`config.mk`:
```
export PLATFORM = sky130hd
export DESIGN_NAME = player_instr_arbiter_flat
export DESIGN_NICKNAME = d
export VERILOG_FILES = /design/src/rtl/player_pkg.sv /design/src/rtl/player_instr_arbiter_if.sv /design/src/rtl/dmg_event_fifo.sv /design/src/rtl/player_instr_arbiter.sv /design/src/flat_wrapper.sv
export SDC_FILE = /design/constraint.sdc
export NUM_CORES = 1
export LEC_CHECK = 0
export CAP_MARGIN = 5
export CORE_UTILIZATION = 53
export CTS_CLUSTER_DIAMETER = 50
export DETAILED_ROUTE_END_ITERATION = 12
export DONT_BUFFER_PORTS = 1
export GPL_TIMING_DRIVEN = 1
export PLACE_DENSITY_LB_ADDON = 0.2
export SLEW_MARGIN = 5
export SYNTH_ARGS = -nofsm -noshare
export SYNTH_HDL_FRONTEND = slang
export SYNTH_SLANG_ARGS = --single-unit
export TNS_END_PERCENT = 50
```
`constraint.sdc`:
```
create_clock -name clk -period 2.4 [get_ports clk]
set_input_delay 0.24 -clock clk [delete_from_list [all_inputs] [get_ports clk]]
set_output_delay 0.24 -clock clk [all_outputs]
set_load 0.01 [all_outputs]
```
`src/rtl/player_pkg.sv`:
```
// Shared definitions for the player instruction channel: opcodes, move
// directions, instruction packing and the arbiter state encoding.
package player_pkg;

    localparam logic [3:0] OP_HPY = 4'd1;
    localparam logic [3:0] OP_DPY = 4'd2;
    localparam logic [3:0] OP_MOV = 4'd5;
    localparam logic [3:0] OP_SHP = 4'd6;

    localparam logic [1:0] DIR_UP    = 2'd0;
    localparam logic [1:0] DIR_LEFT  = 2'd1;
    localparam logic [1:0] DIR_DOWN  = 2'd2;
    localparam logic [1:0] DIR_RIGHT = 2'd3;

    typedef enum logic {
        IDLE = 1'b0,
        HOLD = 1'b1
    } arb_state_e;

    // Instruction word layout: {op, arg, 4'b0000}
    function automatic logic [15:0] pack_instr(input logic [3:0] op, input logic [7:0] arg);
        return {op, arg, 4'b0000};
    endfunction

    // 8-bit add clamped at 255
    function automatic logic [7:0] sat_add8(input logic [7:0] a, input logic [7:0] b);
        logic [8:0] sum;
        sum = {1'b0, a} + {1'b0, b};
        return sum[8] ? 8'hFF : sum[7:0];
    endfunction

endpackage

```
`src/rtl/player_instr_arbiter_if.sv`:
```
// Player instruction channel: instruction word with valid/ready handshake.
// The arbiter drives it through the master modport, the player datapath
// consumes it through the slave modport.
interface player_instr_arbiter_if;
    logic [15:0] instr;
    logic        instr_valid;
    logic        instr_ready;

    modport master (output instr, output instr_valid, input instr_ready);
    modport slave  (input instr, input instr_valid, output instr_ready);
endinterface

```
`src/rtl/dmg_event_fifo.sv`:
```
// Damage/heal event queue. Entries are {heal, val}. A flush empties the
// queue and discards a same-cycle push. Full status comes from the
// registered count, and drop is a registered one-cycle pulse.
// Optional DMG_COALESCE_EN: a damage push onto a damage tail adds into the
// tail (saturating at 255) instead of taking a new entry.
module dmg_event_fifo
    import player_pkg::*;
#(
    parameter int DEPTH = 4
) (
    input  logic       clk,
    input  logic       rst_n,
    input  logic       flush,
    input  logic       push,
    input  logic       push_heal,
    input  logic [7:0] push_val,
    input  logic       pop,
    output logic       empty,
    output logic       full,
    output logic       head_heal,
    output logic [7:0] head_val,
    output logic       drop
);

    localparam int AW = (DEPTH > 1) ? $clog2(DEPTH) : 1;
    localparam int CW = AW + 1;
    localparam logic [CW-1:0] FULL_CNT = CW'(DEPTH);

    logic [8:0]    mem_q [DEPTH];
    logic [AW-1:0] rd_ptr_q, rd_ptr_d;
    logic [AW-1:0] wr_ptr_q, wr_ptr_d;
    logic [AW-1:0] tail_ptr;
    logic [CW-1:0] count_q, count_d;
    logic          drop_q, drop_d;
    logic          do_pop, do_push, merge, wr_en;
    logic [AW-1:0] wr_idx;
    logic [8:0]    wr_data;

    assign empty     = (count_q == '0);
    assign full      = (count_q == FULL_CNT);
    assign head_heal = mem_q[rd_ptr_q][8];
    assign head_val  = mem_q[rd_ptr_q][7:0];
    assign drop      = drop_q;

    // Decide pop/push/merge/drop for this cycle and the next pointer state
    always_comb begin
        do_pop   = pop && !empty && !flush;
        tail_ptr = wr_ptr_q - AW'(1);
`ifdef DMG_COALESCE_EN
        // Never merge into the single entry that is leaving this cycle
        merge = push && !flush && !push_heal && !empty && !mem_q[tail_ptr][8]
                && !(do_pop && count_q == CW'(1));
`else
        merge = 1'b0;
`endif
        // A full queue still accepts when the same cycle frees a slot
        do_push = push && !flush && !merge && (!full || do_pop);
        drop_d  = push && !merge && !do_push;

        wr_en   = merge || do_push;
        wr_idx  = merge ? tail_ptr : wr_ptr_q;
        wr_data = merge ? {1'b0, sat_add8(mem_q[tail_ptr][7:0], push_val)}
                        : {push_heal, push_val};

        if (flush) begin
            rd_ptr_d = '0;
            wr_ptr_d = '0;
            count_d  = '0;
        end else begin
            rd_ptr_d = rd_ptr_q + AW'(do_pop);
            wr_ptr_d = wr_ptr_q + AW'(do_push);
            count_d  = count_q + CW'(do_push) - CW'(do_pop);
        end
    end

    // Entry storage; contents are only meaningful between the pointers
    always_ff @(posedge clk) begin
        if (wr_en) begin
            mem_q[wr_idx] <= wr_data;
        end
    end

    // Pointer, count and drop-pulse registers
    always_ff @(posedge clk or negedge rst_n) begin
        if (!rst_n) begin
            rd_ptr_q <= '0;
            wr_ptr_q <= '0;
            count_q  <= '0;
            drop_q   <= 1'b0;
        end else begin
            rd_ptr_q <= rd_ptr_d;
            wr_ptr_q <= wr_ptr_d;
            count_q  <= count_d;
            drop_q   <= drop_d;
        end
    end

endmodule

```
`src/rtl/player_instr_arbiter.sv`:
```
// Arbitrates the single player instruction channel between set-HP,
// queued damage/heal events and rate-limited movement.
// Fixed priority: SHP > damage/heal queue > MOV. A selected instruction is
// held until accepted, then the FSM spends at least one cycle in IDLE.
// Optional DMG_COALESCE_EN (inside dmg_event_fifo) merges consecutive damage.
module player_instr_arbiter
    import player_pkg::*;
#(
    parameter int DMG_DEPTH = 4,
    parameter int MOVE_GAP  = 4,
    parameter int HEAL_AMT  = 10
) (
    input  logic                   clk,
    input  logic                   rst_n,
    input  logic                   flush,
    input  logic                   shp_req,
    input  logic [7:0]             shp_val,
    input  logic                   dmg_valid,
    input  logic                   dmg_heal,
    input  logic [7:0]             dmg_val,
    input  logic                   mov_req,
    input  logic [1:0]             mov_dir,
    player_instr_arbiter_if.master bus,
    output logic                   start_dmg,
    output logic                   dmg_full,
    output logic                   dmg_drop
);

    localparam int CDW = (MOVE_GAP > 1) ? $clog2(MOVE_GAP) : 1;
    localparam logic [CDW-1:0] CD_LOAD  = CDW'(MOVE_GAP - 1);
    localparam logic [7:0]     HEAL_ARG = 8'(HEAL_AMT);

    arb_state_e     state_q, state_d;
    logic [15:0]    instr_q, instr_d;
    logic [CDW-1:0] cd_q, cd_d;
    logic           shp_pend_q, shp_pend_d;
    logic [7:0]     shp_val_q, shp_val_d;
    logic           start_q, start_d;

    logic           fifo_pop, fifo_empty, fifo_head_heal;
    logic [7:0]     fifo_head_val;
    logic [3:0]     hold_op;

    assign hold_op         = instr_q[15:12];
    assign bus.instr       = instr_q;
    assign bus.instr_valid = (state_q == HOLD);
    assign start_dmg       = start_q;

    dmg_event_fifo #(
        .DEPTH (DMG_DEPTH)
    ) u_dmg_fifo (
        .clk       (clk),
        .rst_n     (rst_n),
        .flush     (flush),
        .push      (dmg_valid),
        .push_heal (dmg_heal),
        .push_val  (dmg_val),
        .pop       (fifo_pop),
        .empty     (fifo_empty),
        .full      (dmg_full),
        .head_heal (fifo_head_heal),
        .head_val  (fifo_head_val),
        .drop      (dmg_drop)
    );

    // Next-state: priority select in IDLE, handshake completion in HOLD
    always_comb begin
        state_d    = state_q;
        instr_d    = instr_q;
        start_d    = 1'b0;
        cd_d       = (cd_q == '0) ? '0 : cd_q - CDW'(1);
        shp_pend_d = shp_pend_q || shp_req;
        shp_val_d  = shp_req ? shp_val : shp_val_q;
        fifo_pop   = 1'b0;

        case (state_q)
            IDLE: begin
                instr_d = '0;
                // A same-cycle shp_req is served directly; flush never cancels SHP
                if (shp_pend_q || shp_req) begin
                    instr_d    = pack_instr(OP_SHP, shp_req ? shp_val : shp_val_q);
                    shp_pend_d = 1'b0;
                    state_d    = HOLD;
                end else if (!flush && !fifo_empty) begin
                    fifo_pop = 1'b1;
                    instr_d  = fifo_head_heal ? pack_instr(OP_HPY, HEAL_ARG)
                                              : pack_instr(OP_DPY, fifo_head_val);
                    state_d  = HOLD;
                end else if (!flush && mov_req && cd_q == '0) begin
                    instr_d = pack_instr(OP_MOV, {6'b0, mov_dir});
                    state_d = HOLD;
                end
            end
            HOLD: begin
                if (bus.instr_ready) begin
                    state_d = IDLE;
                    instr_d = '0;
                    start_d = (hold_op == OP_DPY) || (hold_op == OP_HPY);
                    if (hold_op == OP_MOV) begin
                        cd_d = CD_LOAD;
                    end
                end
            end
            default: state_d = IDLE;
        endcase
    end

    // Arbiter registers
    always_ff @(posedge clk or negedge rst_n) begin
        if (!rst_n) begin
            state_q    <= IDLE;
            instr_q    <= '0;
            cd_q       <= '0;
            shp_pend_q <= 1'b0;
            shp_val_q  <= '0;
            start_q    <= 1'b0;
        end else begin
            state_q    <= state_d;
            instr_q    <= instr_d;
            cd_q       <= cd_d;
            shp_pend_q <= shp_pend_d;
            shp_val_q  <= shp_val_d;
            start_q    <= start_d;
        end
    end

endmodule

```
`src/flat_wrapper.sv`:
```
// flat-port wrapper written by rule: the top's interface ports become plain ports
module player_instr_arbiter_flat import player_pkg::*;
#(
    parameter int DMG_DEPTH = 4,
    parameter int MOVE_GAP  = 4,
    parameter int HEAL_AMT  = 10
)
  (clk, rst_n, flush, shp_req, shp_val, dmg_valid, dmg_heal, dmg_val, mov_req, mov_dir, start_dmg, dmg_full, dmg_drop, bus_instr, bus_instr_valid, bus_instr_ready);
  player_instr_arbiter_if bus_i ();
  input  logic clk;
  input  logic rst_n;
  input  logic flush;
  input  logic shp_req;
  input  logic [7:0] shp_val;
  input  logic dmg_valid;
  input  logic dmg_heal;
  input  logic [7:0] dmg_val;
  input  logic mov_req;
  input  logic [1:0] mov_dir;
  output logic start_dmg;
  output logic dmg_full;
  output logic dmg_drop;
  output wire logic [$bits(bus_i.instr)-1:0] bus_instr;
  output wire logic [$bits(bus_i.instr_valid)-1:0] bus_instr_valid;
  input wire logic [$bits(bus_i.instr_ready)-1:0] bus_instr_ready;
  assign bus_instr = bus_i.instr;
  assign bus_instr_valid = bus_i.instr_valid;
  assign bus_i.instr_ready = bus_instr_ready;
  player_instr_arbiter #(.DMG_DEPTH(DMG_DEPTH), .MOVE_GAP(MOVE_GAP), .HEAL_AMT(HEAL_AMT)) u_core (.clk(clk), .rst_n(rst_n), .flush(flush), .shp_req(shp_req), .shp_val(shp_val), .dmg_valid(dmg_valid), .dmg_heal(dmg_heal), .dmg_val(dmg_val), .mov_req(mov_req), .mov_dir(mov_dir), .bus(bus_i), .start_dmg(start_dmg), .dmg_full(dmg_full), .dmg_drop(dmg_drop));
endmodule
```
* Yosys cells after proc, flatten, opt, wreduce, memory -nomap -nowiden
Memory sizes are Yosys's and may differ from the RTL's.
Cells that the tools add are included.
** Operators by class
- $add $sub $neg :: 5
- Equality and inequality tests :: 5
- Mux-type cells :: 27
- Bitwise operators :: 1
- Reduce and logical (&&, ||, !) cells :: 17
** Operator list (number)
- $mux W16 :: 3
- $pmux W16 S2 :: 1
- $mux W15 :: 1
- $mux W14 :: 1
- $mux W1 :: 12
- $mux W2 :: 6
- $logic_and A1 B1 Y1 :: 8
- $mux W8 :: 1
- $add A2 B1 Y2 :: 2
- $eq A4 B1 Y1 const B :: 1
- $eq A4 B2 Y1 const B :: 1
- $eq A4 B3 Y1 const B :: 1
- $logic_not A1 Y1 :: 4
- $add A3 B1 Y3 :: 1
- $eq A3 B3 Y1 const B :: 1
- $logic_not A3 Y1 :: 1
- $logic_or A1 B1 Y1 :: 3
- $mux W3 :: 1
- $sub A3 B1 Y3 :: 1
- $logic_not A2 Y1 :: 1
- $ne A2 B2 Y1 const B :: 1
- $pmux W1 S2 :: 1
- $sub A2 B1 Y2 const B :: 1
- $not A1 Y1 :: 1
** Word-level totals
- Bits in registers :: 37
- Bits in writable memories :: 36
- Input bits :: 26
- Output and inout port bits :: 20
- Logic and storage cells :: 66
- Memories kept :: 1
** Memories
- u_core.u_dmg_fifo.mem_q :: depth 4, bits a word 9, rd ports 1, clocked after memory_dff 0, wr ports 1, RTL line dmg_event_fifo.sv:29 : logic [8:0] mem_q [DEPTH];

* Logic depth before layout (Yosys ltp)
- Depth after elaboration :: 13
- Gate-level depth with buffers :: 10
- Depth with buffers taken out :: 10

* Cells and area by module
Synthesis repeated with hierarchy kept, for this count alone.
** Unflattened totals
- Cells, all modules :: 200
- Area total of the unflattened synthesis :: 2944.1 um^2
** Modules (own cells, without submodules)
- dmg_event_fifo :: instances 1, cells an instance 89, area each 1761.7 um^2, seq. area each 1281.2 um^2
- player_instr_arbiter :: instances 1, cells an instance 111, area each 1182.4 um^2, seq. area each 600.6 um^2

* Worst setup path before layout
No wires, ideal clock.
- Path type :: reg-to-reg
- From :: register u_core.state_q, in the netlist u_core.bus.instr_valid
- To :: register u_core.u_dmg_fifo.count_q[2]
- Setup time :: 0.135 ns
- Arrival time :: 2.088 ns
- Data required time :: 2.265 ns
- Setup slack :: 0.176 ns
- Cell stages (with the launch flop) :: 11
- Path buffers :: 1
- Period minus slack after synthesis :: 2.224 ns
- Path through :: dfrtp_1 buf_6 nor3_1 nand2_1 mux2_2 ha_1 inv_1 fa_1 xor2_1 xnor2_1 nor2_1
** On the way
- Longest elaborated chain between the ends :: 8
** Ends and longest elaborated chain
- start, declared :: RTL line player_instr_arbiter.sv:33 : arb_state_e state_q, state_d;
- start signal, assigned :: RTL line player_instr_arbiter.sv:118 : state_q <= state_d;
- $mux W1 * :: RTL line player_instr_arbiter.sv:76 : case (state_q)
- $logic_and A1 B1 Y1 * (2 in series) :: RTL line dmg_event_fifo.sv:47 : do_pop = pop && !empty && !flush;
- $logic_or A1 B1 Y1 :: RTL line dmg_event_fifo.sv:57 : do_push = push && !flush && !merge && (!full || do_pop);
- $logic_and A1 B1 Y1 :: RTL line dmg_event_fifo.sv:57
- $add A3 B1 Y3 :: RTL line dmg_event_fifo.sv:72 : count_d = count_q + CW'(do_push) - CW'(do_pop);
- $sub A3 B1 Y3 * :: RTL line dmg_event_fifo.sv:72
- $mux W3 * :: RTL line dmg_event_fifo.sv:65 : if (flush) begin
- net u_core.u_dmg_fifo.count_d[2] :: RTL line dmg_event_fifo.sv:33 : logic [CW-1:0] count_q, count_d;
- end signal, assigned :: RTL line dmg_event_fifo.sv:93 : count_q <= count_d;
- end, declared :: RTL line dmg_event_fifo.sv:33
The timed path passes the listed nets; every way through them passes the cells marked *.
A chain may end at the register's enable or synchronous reset.

* Worst setup path after layout
- From :: register u_core.u_dmg_fifo.count_q[1]
- To :: register u_core.u_dmg_fifo.count_q[2]
** On the way
- Longest elaborated chain between the ends :: 13
- Elaborated cells on any way between the ends :: 15
- Those cells by class :: 2 x add/sub; 1 x eq/ne; 4 x mux; 8 x reduce/logical
** Ends and longest elaborated chain
- $logic_not A3 Y1 :: RTL line dmg_event_fifo.sv:39 : assign empty = (count_q == '0);
- $logic_not A1 Y1 :: RTL line dmg_event_fifo.sv:47, player_instr_arbiter.sv:84
- $logic_and A1 B1 Y1 :: RTL line player_instr_arbiter.sv:84 : end else if (!flush && !fifo_empty) begin
- $mux W1 :: RTL line player_instr_arbiter.sv:84
- $mux W1 :: RTL line player_instr_arbiter.sv:80 : if (shp_pend_q || shp_req) begin
- $mux W1 :: RTL line player_instr_arbiter.sv:76
- $logic_and A1 B1 Y1 (2 in series) :: RTL line dmg_event_fifo.sv:47
- $logic_or A1 B1 Y1 :: RTL line dmg_event_fifo.sv:57
- $logic_and A1 B1 Y1 :: RTL line dmg_event_fifo.sv:57
- $add A3 B1 Y3 :: RTL line dmg_event_fifo.sv:72
- $sub A3 B1 Y3 * :: RTL line dmg_event_fifo.sv:72
- $mux W3 * :: RTL line dmg_event_fifo.sv:65
- net u_core.u_dmg_fifo.count_d[2] :: RTL line dmg_event_fifo.sv:33
Marks and branches as above.

==> results.cfg <==
[synth]
netlist_area_um2 = 2870
synthXorXnorAreaFrac_pct = 1.52
netlist.area_leader.share_pct = 37.6
avgSynthCellArea_um2 = 15.1
synthAdderAreaFrac_pct = 2.00
postSynthCellCount = 190
synth.most_common_cell = edfxtp_1
synthFlopType = edfxtp_1
synth_top_family_by_area = multiplexers
seq_area_frac_synth_pct = 65.5
synth_edf_count = 36
synth_top_area_cell = edfxtp_1
ys_warn_count = 0
yosys.cell_types.count = 44
ys_top_cells_by_count = 36 x edfxtp_1, 32 x dfrtp_1, 12 x nor2_1
muxShareOfSynthArea_pct = 11.0
synthArstFlopShare_pct = 47.1
synth-seq-cells = 68
synth_compound_area_share_pct = 7.06
synth_area_leaders = edfxtp_1 38%, dfrtp_1 28%, mux4_1 5.5%, mux2_2 3.1%, mux4_2 2.4%
synthSimpleGateAreaFrac_pct = 8.84

[critical_path]
r2r_setup_slack_ns = 0.18
arrival_ns = 2.45
r2r_cells = 10
startpoint_type = flop
required_ns = 2.63
worst-path-max-fanout = 4
reg2reg_to = u_core.u_dmg_fifo.count_q[2]
end_kind = flop
worst-setup-path-type = reg2reg
rr_startpoint = u_core.u_dmg_fifo.count_q[1]
max_stage_delay_ns = 0.45
cp_cell_sequence = nor3_2 > nor2_2 > nand2_1 > mux2_2 > ha_1 > inv_1 > fa_1 > xor2_1 > xnor2_1 > nor2_1
crit_slowest_cell = dfrtp_2

[drt]
dr.pass1.iters = 4
vias_per_cell = 5.36
wl_um = 4730
drc = 0
drtAntennaViolNets = 0
via_count = 1549
drtIter0Drc = 62
routedWlPerCell_um = 16.4

[timing]
fmaxAchievable_ghz = 0.450
worstMarginPinSlew_ns = 0.509
rsz0062_at_grt = no
final.min_clock_period_ns = 2.22
relSlewSlack_pct = 66.1
hold_viol = 0
slew_violations = 0
fin_skew_ns = 0.00942
period_share_pct = 92.7
setup_viol = 0
fin_tns_setup_ns = 0

[power_and_ir_drop]
p_total_mw = 2.66
leakagePower_nw = 1.31
ir_worst_vdd_v = 0.000639
power_density_nw_per_um2 = 799

[floorplanning]
dieArea_um2 = 5720
die_x_um = 75.6
rows = 26
io_pins = 46
start_util_pct = 55.5
core_um2 = 5170
die_h_um = 75.6

[finish]
areaGrowthSynthToFinish_pct = 15.7
final_nets = 244
drive_gt1_share_pct = 20.1
diodes = 0

[worst_hold_path]
min_to = u_core.shp_val_q[1]
hold_path.class = in2reg
min-delay-start = shp_req
min_path_cells = 2

[placement]
gp_congestion = 0.836
port_buffers = 0
hpwl_um = 3270

[cts]
worstSkewPairLatency_ns = 0.34
root_buffer = clkbuf_8
htree_levels = 3
cts_max_path_buffers = 2
cts.sinks = 68
cts_tree = yes
cts-buffers-inserted = 9
clk_pin_slew_worst_paths_ns = 0.07

[global_route]
grt_pass1_wl_um = 7570
grt_max_degree = 33
grt_overflow = 0
antenna_found_initial = 0
grt_usage_pct = 19.3
first_global_vias = 1635

[status]
status = complete, no violations

[flow_run]
drv_cap = 0
[cells in the final DEF, fill, tap and decap left out, drive strengths merged, types with 6 or more instances in the layout]
cell         synthesis  routed
dlygate4sd3          0      12
nor2                12      12
edfxtp              36      36
mux4                 9       9
nand2               11      11
o21ai               10      10
buf                  9       8
dfrtp               32      32
inv                 10      11
clkbuf               2       9
a22oi                6       6
mux2                 8       8
[power breakdown]
group	internal [mW]	total, mW	switching, mW	leakage, nW
logic	0.116	0.243	0.127	0.470
clock network	0.589	1.03	0.446	0.102
registers	1.31	1.38	0.0693	0.735
[logic make-up after synthesis]
| group | after synthesis |
|---|---|
| AOI/OAI and AO/OA | 27 |
| xor gates and xnor gates | 5 |
| adders and majority gates | 4 |
| buffers and inverters | 21 |
| DFF | 68 |
| muxes | 17 |
| other | 1 |
| and+or+nand+nor | 47 |
[state kept, by name (all words and copies together), names as in the netlist, 2 cells and up]
signal / flops
u_core.u_dmg_fifo.wr_idx: 2
u_core.shp_val_q: 8
u_core.u_dmg_fifo.mem_q: 36
u_core.cd_q: 2
u_core.u_dmg_fifo.rd_ptr_q: 2
u_core.u_dmg_fifo.count_q: 3
u_core.bus.instr: 11
[worst max-delay path, delay by kind of cell (launching register included)]
kind / cells / cell delay (ns)
simple gates: 4 / 0.54
flops: 1 / 0.45
fa+ha+maj: 2 / 0.36
mux: 1 / 0.35
xor+xnor: 2 / 0.35
buf+inv: 1 / 0.06
[per-layer routing]
| layer | GRT usage (%) | vias up | part of all wire, % |
|---|---|---|---|
| li1 | - | 745 | - |
| met3 | 5.95 | 13 | 6.4 |
| met4 | 13.2 | 0 | 2.6 |
| met2 | 31.2 | 46 | 49 |
| met1 | 22.3 | 745 | 42 |
| met5 | 0 | - | 0 |
[timing repair]
item,in CTS,in global routing
endpoints found under the hold margin,76,0
buffers inserted,0,0
hold buffers,13,0
endpoints found under the setup margin,0,1
resized for setup,0,3
[worst max-delay path by stage]
stage	from	end	slack, ns	cells after the start
after global routing	u_core.u_dmg_fifo.count_q[1]	u_core.u_dmg_fifo.count_q[2]	0.02	10
after global placement	u_core.u_dmg_fifo.count_q[1]	u_core.u_dmg_fifo.count_q[2]	0.25	10
final	u_core.u_dmg_fifo.count_q[1]	u_core.u_dmg_fifo.count_q[2]	0.18	10
after floorplan	u_core.bus.instr_valid	u_core.u_dmg_fifo.count_q[2]	0.18	10
after detailed placement	u_core.u_dmg_fifo.count_q[1]	u_core.u_dmg_fifo.count_q[2]	0.08	10
after CTS	u_core.u_dmg_fifo.count_q[1]	u_core.u_dmg_fifo.count_q[2]	0.05	10
[stage by stage]
stage	hold slack [ns]	setup slack, ns	std cells	utilization, %	instance area [um2]
3_3_place_gp	-0.0549	0.247	260	57.1	2950
6_report	0.0508	0.176	289	64.3	3320
2_1_floorplan	-0.0556	0.176	194	-	2890
3_5_place_dp	-0.0548	0.0811	260	57.1	2950
5_1_grt	0.0595	0.0222	289	64.3	3320
4_1_cts	0.0353	0.0549	289	64.1	3320
[final cells by class]
| type | count | area [um2] |
|---|---|---|
| Tap cell | 70 | 87.6 |
| Sequential cell | 68 | 1880 |
| Clock inverter | 7 | 100 |
| Multi-Input combinational cell | 105 | 900 |
| Timing Repair Buffer | 20 | 193 |
| Fill cell | 385 | 1850 |
| Inverter | 10 | 37.5 |
| Clock buffer | 9 | 124 |
No activity file was read; power rests on OpenSTA's default activity.
